===== src/rtl/mdu_pkg.sv =====
// rtl/mdu_pkg.sv - shared types and constants for the RV32 M-extension sequencer
package mdu_pkg;

   typedef enum logic [2:0] {
      OP_MUL    = 3'b000,
      OP_MULH   = 3'b001,
      OP_MULHSU = 3'b010,
      OP_MULHU  = 3'b011,
      OP_DIV    = 3'b100,
      OP_DIVU   = 3'b101,
      OP_REM    = 3'b110,
      OP_REMU   = 3'b111
   } mdu_op_e;

   typedef enum logic [2:0] {
      ST_IDLE,
      ST_MUL,
      ST_DIV,
      ST_FIX,
      ST_DONE
   } mdu_state_e;

   localparam int          DIV_ITERS = 32;
   localparam logic [31:0] INT_MIN   = 32'h8000_0000;
   localparam logic [31:0] ALL_ONES  = 32'hFFFF_FFFF;

   // Magnitude of a possibly-signed operand; INT_MIN maps to 0x80000000 unsigned.
   function automatic logic [31:0] mag(input logic [31:0] v, input logic is_signed);
      return (is_signed && v[31]) ? (~v + 32'd1) : v;
   endfunction

endpackage


===== src/rtl/mdu_div_step.sv =====
// rtl/mdu_div_step.sv - one combinational restoring-division step
// quo holds the remaining dividend bits MSB-first; quotient bits shift in at the bottom.
module mdu_div_step (
   input  logic [31:0] rem,
   input  logic [31:0] quo,
   input  logic [31:0] divisor,
   output logic [31:0] rem_next,
   output logic [31:0] quo_next
);

   logic [32:0] shifted;
   logic        fits;

   always_comb begin
      shifted  = {rem, quo[31]};
      fits     = shifted >= {1'b0, divisor};
      // The difference is below divisor, so the low 32 bits carry the whole value.
      rem_next = fits ? (shifted[31:0] - divisor) : shifted[31:0];
      quo_next = {quo[30:0], fits};
   end

endmodule


===== src/rtl/mdu_seq.sv =====
// rtl/mdu_seq.sv - RV32 M-extension multiply/divide sequencer with valid/ready handshakes
// Optional divide result reuse stash enabled by MDU_DIVREM_REUSE_EN.
module mdu_seq
   import mdu_pkg::*;
#(
   parameter int XLEN = 32
) (
   input  logic            i_clk,
   input  logic            i_rst,
   input  logic            i_valid,
   output logic            o_ready,
   input  logic [2:0]      i_op,
   input  logic [XLEN-1:0] i_x,
   input  logic [XLEN-1:0] i_y,
   input  logic            i_flush,
   output logic            o_valid,
   input  logic            i_ready,
   output logic [XLEN-1:0] o_result,
   output logic            o_busy
);

   mdu_state_e state, state_nxt;
   mdu_op_e    op_q;
   logic [4:0] cnt;
   logic [XLEN-1:0] x_q, y_q, quo_q, rem_q, div_q, result_q;
   logic       neg_q, rneg_q, hit_q;

   logic       accept, in_signed, div_zero, div_ovf, special;
   logic [XLEN-1:0] special_val;
   logic       stash_hit;
   logic [XLEN-1:0] stash_val;
   logic [XLEN-1:0] step_rem, step_quo;
   logic [XLEN-1:0] fix_quo, fix_rem, fix_res, mul_res;
   logic       mul_sx, mul_sy;
   logic [63:0] mul_a, mul_b, prod;

   assign accept      = i_valid && (state == ST_IDLE) && !i_flush;
   assign in_signed   = ~i_op[0];
   assign div_zero    = (i_y == '0);
   assign div_ovf     = in_signed && (i_x == INT_MIN) && (i_y == ALL_ONES);
   assign special     = i_op[2] && (div_zero || div_ovf);
   assign special_val = div_zero ? (i_op[1] ? i_x : ALL_ONES)
                                 : (i_op[1] ? '0  : INT_MIN);

   // Sign-extend to 64 bits so the low 64 product bits are exact for every signedness mix.
   assign mul_sx  = (op_q != OP_MULHU);
   assign mul_sy  = (op_q == OP_MUL) || (op_q == OP_MULH);
   assign mul_a   = {{32{mul_sx & x_q[31]}}, x_q};
   assign mul_b   = {{32{mul_sy & y_q[31]}}, y_q};
   assign prod    = mul_a * mul_b;
   assign mul_res = (op_q == OP_MUL) ? prod[31:0] : prod[63:32];

   assign fix_quo = neg_q  ? (~quo_q + 32'd1) : quo_q;
   assign fix_rem = rneg_q ? (~rem_q + 32'd1) : rem_q;
   assign fix_res = op_q[1] ? fix_rem : fix_quo;

   mdu_div_step u_step (
      .rem      (rem_q),
      .quo      (quo_q),
      .divisor  (div_q),
      .rem_next (step_rem),
      .quo_next (step_quo)
   );

`ifdef MDU_DIVREM_REUSE_EN
   logic [XLEN-1:0] st_x, st_y, st_quo, st_rem;
   logic            st_signed, st_valid;

   always_ff @(posedge i_clk) begin
      if (i_rst) begin
         st_valid  <= 1'b0;
         st_signed <= 1'b0;
         st_x      <= '0;
         st_y      <= '0;
         st_quo    <= '0;
         st_rem    <= '0;
      end else if (state == ST_FIX && !i_flush) begin
         st_valid  <= 1'b1;
         st_signed <= ~op_q[0];
         st_x      <= x_q;
         st_y      <= y_q;
         st_quo    <= fix_quo;
         st_rem    <= fix_rem;
      end
   end

   assign stash_hit = st_valid && (i_x == st_x) && (i_y == st_y) && (in_signed == st_signed);
   assign stash_val = op_q[1] ? st_rem : st_quo;
`else
   assign stash_hit = 1'b0;
   assign stash_val = '0;
`endif

   always_ff @(posedge i_clk) begin
      if (i_rst) state <= ST_IDLE;
      else       state <= state_nxt;
   end

   always_comb begin
      state_nxt = state;
      case (state)
         ST_IDLE: begin
            if (accept) begin
               if (!i_op[2])       state_nxt = ST_MUL;
               else if (special)   state_nxt = ST_DONE;
               else if (stash_hit) state_nxt = ST_MUL;
               else                state_nxt = ST_DIV;
            end
         end
         ST_MUL:  state_nxt = ST_DONE;
         ST_DIV:  if (cnt == 5'(DIV_ITERS - 1)) state_nxt = ST_FIX;
         ST_FIX:  state_nxt = ST_DONE;
         ST_DONE: if (i_ready) state_nxt = ST_IDLE;
         default: state_nxt = ST_IDLE;
      endcase
      if (i_flush) state_nxt = ST_IDLE;
   end

   always_comb begin
      o_ready  = (state == ST_IDLE);
      o_valid  = (state == ST_DONE);
      o_busy   = (state != ST_IDLE);
      o_result = result_q;
   end

   always_ff @(posedge i_clk) begin
      if (i_rst) begin
         op_q     <= OP_MUL;
         cnt      <= '0;
         x_q      <= '0;
         y_q      <= '0;
         quo_q    <= '0;
         rem_q    <= '0;
         div_q    <= '0;
         neg_q    <= 1'b0;
         rneg_q   <= 1'b0;
         hit_q    <= 1'b0;
         result_q <= '0;
      end else if (!i_flush) begin
         case (state)
            ST_IDLE: begin
               if (accept) begin
                  op_q   <= mdu_op_e'(i_op);
                  x_q    <= i_x;
                  y_q    <= i_y;
                  cnt    <= '0;
                  rem_q  <= '0;
                  quo_q  <= mag(i_x, in_signed);
                  div_q  <= mag(i_y, in_signed);
                  neg_q  <= in_signed && (i_x[31] ^ i_y[31]);
                  rneg_q <= in_signed && i_x[31];
                  hit_q  <= i_op[2] && !special && stash_hit;
                  if (special) result_q <= special_val;
               end
            end
            ST_MUL:  result_q <= hit_q ? stash_val : mul_res;
            ST_DIV: begin
               rem_q <= step_rem;
               quo_q <= step_quo;
               cnt   <= cnt + 5'd1;
            end
            ST_FIX:  result_q <= fix_res;
            default: ;
         endcase
      end
   end

endmodule


===== config.mk =====
export PLATFORM = sky130hd
export DESIGN_NAME = mdu_seq
export DESIGN_NICKNAME = d
export VERILOG_FILES = /design/src/rtl/mdu_pkg.sv /design/src/rtl/mdu_div_step.sv /design/src/rtl/mdu_seq.sv
export SDC_FILE = /design/constraint.sdc
export NUM_CORES = 2
export LEC_CHECK = 0
export ABC_CLOCK_PERIOD_IN_PS = 10400
export CORE_MARGIN = 5
export CORE_UTILIZATION = 48
export CTS_CLUSTER_SIZE = 25
export DETAILED_ROUTE_END_ITERATION = 8
export DONT_BUFFER_PORTS = 1
export HOLD_SLACK_MARGIN = 0.05
export PLACE_DENSITY = 0.68
export SETUP_SLACK_MARGIN = 0.1
export SLEW_MARGIN = 20
export SYNTH_ARGS = -nofsm -noshare
export SYNTH_HDL_FRONTEND = slang
export SYNTH_SLANG_ARGS = --single-unit

===== constraint.sdc =====
create_clock -name i_clk -period 10.4 [get_ports i_clk]
set_input_delay 1.56 -clock i_clk [delete_from_list [all_inputs] [get_ports i_clk]]
set_output_delay 1.56 -clock i_clk [all_outputs]
set_load 0.02 [all_outputs]

# Yosys cells after proc, flatten, opt, wreduce, memory -nomap -nowiden
# Index checks and enable logic that the tools add are counted.
[totals] regBits=205 latch_bits=0 ramBits=0 romBits=0 output_inout_bits=35 wordCells=89 n_memories=0
[classes] n_addsub=6 n_mul=1 div_mod_pow=0 n_lt_le_gt_ge=1 n_eq_ne=13 shifts=0 n_mux=25 n_bitwise=9 n_reduce_logical=23
[op_table] op="two-way mux 32 bit" count=14
[op_table] op="adder 32 x 1 -> 32 bit, second input constant" count=4
[op_table] op="inverter 32 bit" count=4
[op_table] op="one-hot mux 32 bit (2 select lines)" count=2
[op_table] op="one-hot mux 32 bit (3 select lines)" count=1
[op_table] op="== test 32 bit, second input constant" count=2
[op_table] op="multiplier 33 x 33 -> 64 bit" count=1
[op_table] op=">= comparator 33 x 32 -> 1 bit" count=1
[op_table] op="zero test 32 bit" count=1
[op_table] op="subtractor 32 bit" count=1
[op_table] op="two-way mux 3 bit" count=5
[op_table] op="one-hot mux 3 bit (4 select lines)" count=1
[op_table] op="one-hot mux 5 bit (2 select lines)" count=1
[op_table] op="AND reduction 3 bit" count=3
[op_table] op="logical AND 1 bit" count=8
[op_table] op="== test 3 x 1 -> 1 bit, second input constant" count=2
[op_table] op="== test 3 x 2 -> 1 bit, second input constant" count=2
[op_table] op="zero test 3 bit" count=2
[op_table] op="inequality test 2 x 1 -> 1 bit, second input constant" count=3
[op_table] op="nonzero test 3 bit" count=2
[op_table] op="adder 5 x 1 -> 5 bit, second input constant" count=1
[op_table] op="== test 5 bit, second input constant" count=1
[op_table] op="two-way mux 5 bit" count=1
[op_table] op="AND reduction 4 bit" count=1
[op_table] op="other kinds (10)" count=14

# Longest topological paths before layout
[depth] depth_word=9 mapped_depth=31

# Cells and area by module
# A second synthesis with hierarchy kept.
[hier_totals] cells_unflattened=6276 hier_area_um2=52477.8
[by_module_without_submodules] mod="mdu_seq" instances=1 cells_per_inst=5921 area_per_inst_um2=49906.6
[by_module_without_submodules] mod="mdu_div_step" instances=1 cells_per_inst=355 area_per_inst_um2=2571.2

# Worst setup path after synthesis
# Ideal clock, no wire load.
[synth_timing] path_kind="flip-flop to flip-flop" from="register op_q[0]" to="register result_q[29] (netlist: o_result[29])" setup_ns=0.091 arrival_time_ns=8.098 required_ns=10.309 path_slack_ns=2.211 path_stages_with_launch=29 n_path_buf=2 synth_period_minus_slack_ns=8.189 path_cell_list="dfxtp_1 -> nand2_1 -> o21a_1 -> clkbuf_1 -> nand2_1 -> inv_1 -> fa_1 -> inv_1 -> fa_1 -> inv_1 -> fa_1 -> inv_1 -> fa_1 -> inv_1 -> fa_1 -> fa_1 -> fa_1 -> inv_1 -> fa_1 -> inv_1 -> ha_1 -> clkbuf_1 -> nand3_1 -> nor3_1 -> nand3_1 -> a211o_1 -> a21bo_2 -> or4_1 -> a311oi_1"
[synth_via] elab_chain_cells=6 word_cells_on_any_way=9 classes_between="1 x mul; 2 x eq/ne; 2 x mux; 2 x bitwise; 2 x reduce/logical"
[synth_rtl] element="start: declaration" line_no="mdu_seq.sv:23" source="mdu_op_e op_q;"
[synth_rtl] element="start signal: assignment" line_no="mdu_seq.sv:143" source="op_q <= mdu_op_e'(i_op);"
[synth_rtl] element="== test 3 x 1 -> 1 bit or zero test 3 bit (tied branches)" line_no="mdu_seq.sv:47, mdu_seq.sv:51"
[synth_rtl] element="logical OR 1 bit" line_no="mdu_seq.sv:47" source="assign mul_sy = (op_q == OP_MUL) || (op_q == OP_MULH);"
[synth_rtl] element="AND 1 bit" line_no="mdu_seq.sv:49" source="assign mul_b = {{32{mul_sy & y_q[31]}}, y_q};"
[synth_rtl] element="multiplier 33 x 33 -> 64 bit" line_no="mdu_seq.sv:50" source="assign prod = mul_a * mul_b;"
[synth_rtl] element="two-way mux 32 bit *" line_no="mdu_seq.sv:51" source="assign mul_res = (op_q == OP_MUL) ? prod[31:0] : prod[63:32];"
[synth_rtl] element="one-hot mux 32 bit (3 select lines) *" line_no="mdu_seq.sv:140" source="case (state)"
[synth_rtl] element="end signal: assignment" line_no="mdu_seq.sv:153" source="if (special) result_q <= special_val;"
[synth_rtl] element="end signal: assignment" line_no="mdu_seq.sv:156" source="ST_MUL: result_q <= hit_q ? stash_val : mul_res;"
[synth_rtl] element="end signal: assignment" line_no="mdu_seq.sv:162" source="ST_FIX: result_q <= fix_res;"
[synth_rtl] element="end: declaration" line_no="mdu_seq.sv:25" source="logic [XLEN-1:0] x_q, y_q, quo_q, rem_q, div_q, result_q;"
# Every way passes the cells marked *; elsewhere a longest branch is shown, timed or not.
# A chain may end at the register's enable or synchronous reset.

# Worst setup path after layout
[layout_timing] from="register op_q[1]" to="register result_q[19] (netlist: o_result[19])"
[layout_via] elab_chain_cells=6 word_cells_on_any_way=10 classes_between="1 x mul; 2 x eq/ne; 3 x mux; 2 x bitwise; 2 x reduce/logical"
[layout_rtl] element="== test 3 x 1 -> 1 bit or zero test 3 bit (tied branches)" line_no="mdu_seq.sv:47, mdu_seq.sv:51"
[layout_rtl] element="logical OR 1 bit" line_no="mdu_seq.sv:47"
[layout_rtl] element="AND 1 bit" line_no="mdu_seq.sv:49"
[layout_rtl] element="multiplier 33 x 33 -> 64 bit" line_no="mdu_seq.sv:50"
[layout_rtl] element="two-way mux 32 bit" line_no="mdu_seq.sv:51"
[layout_rtl] element="one-hot mux 32 bit (3 select lines) *" line_no="mdu_seq.sv:140"
# Marks and branches as above.

==> summary.md <==
| Metric | Value |
|---|---|
| Initial antenna violation count | `1` |
| Maximum vdd drop | `0.117 mV` |
| Seq pwr share | `28.6%` |
| 1st-iter DRT viols | `between 3000 and 4000` |
| Worst-path clk slew | `0.06 ns` |
| Met2 GRT Util | `46.1%` |
| Placed Area | `~52000 µm²` |
| Switching portion of total power | `a little over two fifths` |
| Nets | `about 7300` |
| Fill cell count | `~10000` |
| Core box area | `~110000 µm²` |
| CTS H-Tree Depth | `1` |
| Top FF cell, synth | `dfxtp_1` |
| Sinks on Clock Net | `204` |
| Hold buffers post-CTS | `0` |
| CTS Buf Count | `24` |
| Die Wd | `~340 µm` |
| Power per Cell Area | `~59 nW/µm²` |
| FP Rows | `about 120` |
| Worst Path Class, Setup | `reg -> reg` |
| Grt total ovfl | `0` |
| Cells after Synth | `about 6100` |
| Max Fanout on Critical Path | `57` |
| Post-synth top area share | `44.0%` |
| Number of flops mapped to enable cells by yosys | `0` |
| Net Switching | `between 1 and 1.5 mW` |
| Crit path required time | `10.89 ns` |
| CTS Buffer Depth | `3` |
| Dpl hpwl | `approximately 120 mm` |
| RD Place Congestion | `about 0.96` |
| Worst Skew | `0.0192 ns` |
| Highest Clock Rate | `between 100 and 150 MHz` |
| P_leak | `roughly 25 nW` |
| Most common library cells after synthesis | `inv_1, fa_1, nand2_1` |
| Area of the multi-input gates | `just over 40000 µm²` |
| Final min period | `about 9.2 ns` |
| Top-count cell post-synth | `inv_1` |
| Grt met1 use | `about 36%` |
| Area contributors post-synth | `fa_1, inv_1, dfxtp_1` |
| Slew @ Worst Pin | `approximately 1.2 ns` |
| PostCTS Resize Cnt | `0` |
| Yosys top cell by area | `fa_1` |
| Fin crit share | `between 80% and 90%` |
| Drt wl/cell | `21.1 µm` |
| Unrepaired setup endpoints after global routing | `false` |
| Initial Utilization | `between 40% and 50%` |
| Hold Fails Final Rpt | `0` |
| GRT Max-Usage Layer | `met2` |
| DRT Pass-1 Iters | `8` |
| Root buffer cell | `clkbuf_16` |
| Share of cells above drive strength 1 | `roughly 3.2%` |
| Die Y | `around 340 µm` |
| Status | `complete, no violations` |
| Syn-to-layout area delta | `3.91%` |
| Max-Cap Viols | `0` |
| Syn_nets | `roughly 7500` |
| Average cell area after synthesis | `between 8 and 9 µm²` |
| Largest net degree at the start of global routing | `between 150 and 200` |
| Count of final max-slew check failures | `0` |
| Clock power frac | `29.0%` |
| Antenna viol nets, final | `0` |
| Full die area | `between 100000 and 150000 µm²` |
| Post-route setup TNS | `0 ns` |
| Number of global-route vias before repair | `roughly 43000` |
| # diodes | `0` |
| Slew Limit Headroom | `19.1%` |
| Post-Syn Area | `~51000 µm²` |
| Crit path launch type | `flip-flop` |
| Design area | `roughly 53000 µm²` |
| Vias | `40900` |
| Overall routing resource usage | `between 20% and 30%` |
| Seq/Total Area, Yosys | `roughly 8.0%` |
| CTS tree | `done` |
| Internal power | `about 1.8 mW` |
| Global Route met3 Usage | `roughly 4.8%` |
| Hold crit path type | `reg -> reg` |
| Global-route wire length before repair | `between 200 and 250 mm` |
| Layout Cells excl Fill | `around 7200` |
| Post-synth ARST share | `0%` |
| Post-synthesis register bit count | `between 200 and 250` |
| Synthesis warning total | `0` |
| Final setup fails | `0` |
| Drt drc | `0` |
| Crit path DAT | `around 9.7 ns` |
| Worst-Skew Late Latency | `around 0.55 ns` |
| Distinct cell type count after synthesis | `76` |
| Top Ports | `about 110` |
| Drt via density | `~5.7` |
| Placed Cells incl. Taps | `between 7000 and 8000` |
| Postcts setup bufs | `0` |
| Kind of end point of the critical path | `flip-flop` |
| PortBufs | `0` |
| Storage element area | `a little over 4000 µm²` |
| Total wire length | `between 150 and 200 mm` |
| Comb pwr share | `between 40% and 50%` |
==> logic make-up (layout without fill, tap and decap cells) <==
family          Yosys count  after routing  synth area share [%]
simple gates           1898           1898                  16.7
buf+inv                1623           1408                  11.9
fa+ha+maj              1377           1377                  50.1
compound gates          752            752                  9.61
flops                   204            204                  7.97
xor+xnor                194            194                  3.32
mux                      16             16                 0.315
==> area by class of cell <==
| cell class | count | area share [%] |
|---|---|---|
| flip-flops and latches | 204 | 7.70 |
| well taps | 1391 | 3.27 |
| clock inverters | 6 | 0.167 |
| repair buffers | 106 | 1.50 |
| clock buffers | 37 | 1.37 |
| inverters | 1259 | 8.88 |
| multi-input cells | 4237 | 77.1 |
==> power groups by stage <==
stage	registers, mW	logic (mW)	clock network, mW
3_5_place_dp	0.910	1.31	0
4_1_cts	0.893	1.32	0.913
2_1_floorplan	0.851	0.952	0
3_3_place_gp	0.909	1.30	0
6_report	0.895	1.33	0.907
5_1_grt	0.899	1.47	0.943
==> layer usage <==
layer	part of all wire (%)	vias to the layer above
met1	39	21000
li1	-	18000
met2	48	1647
met3	8.3	354
met4	4.6	0
met5	0	-
==> worst max-delay path, cell delays in order (launching register included) <==
cell       delay (ns)
dfxtp_2          0.32
buf_4            0.28
nor2_1           0.26
nand2_1          0.45
or2_2            0.47
fa_1             0.46
fa_1             0.49
inv_1            0.05
fa_1             0.46
fa_1             0.49
inv_1            0.05
fa_1             0.54
fa_1             0.47
fa_1             0.50
inv_1            0.05
fa_1             0.49
ha_1             0.43
a21oi_1          0.33
nor2_1           0.07
o21ai_0          0.14
nand2b_1         0.09
or4b_2           0.60
a21oi_1          0.39
o21ai_1          0.31
a2111oi_0        0.65
o2111ai_1        0.21
nand3_1          0.11
==> registers in the layout (all words and copies together) (netlist names) <==
name      count
o_result     32
quo_q        32
rem_q        32
x_q          32
y_q          32
div_q        31
cnt           5
op_q          3
state         3
neg_q         1
rneg_q        1
==> final timing paths <==
path	from	to	slack, ns	cells after the start
hold reg to reg	x_q[6]	x_q[6]	0.45	2
setup reg to reg	op_q[1]	o_result[19]	1.16	26
hold / removal	x_q[6]	x_q[6]	0.45	2
setup / recovery	op_q[1]	o_result[19]	1.16	26
==> placed cells by master, fill, tap and decap left out, drive strengths merged, types with 28 or more instances in the layout <==
cell type,n
a222oi,28
a211oi,56
dfxtp,204
o21ai,170
a21oi,213
a21o,61
clkbuf,37
nor3,55
nand2,1080
ha,251
o31ai,33
fa,1126
or4,28
buf,106
nor2,232
inv,1260
xor2,87
and2,280
nand3,47
xnor2,107
nand4,36
or3,34
==> metrics by stage <==
step                      setup WS [ns]  hold slack (ns)  util [%]  total power, mW
final                              1.16            0.454      50.4             3.13
after global routing              0.628            0.477      50.4             3.31
after CTS                          1.22            0.451      50.4             3.13
after detailed placement           1.25            0.442      49.6             2.22
after global placement             1.32            0.437      49.6             2.21
after floorplan                    2.21            0.432         -             1.80
No activity file was read; power rests on OpenSTA's default activity.
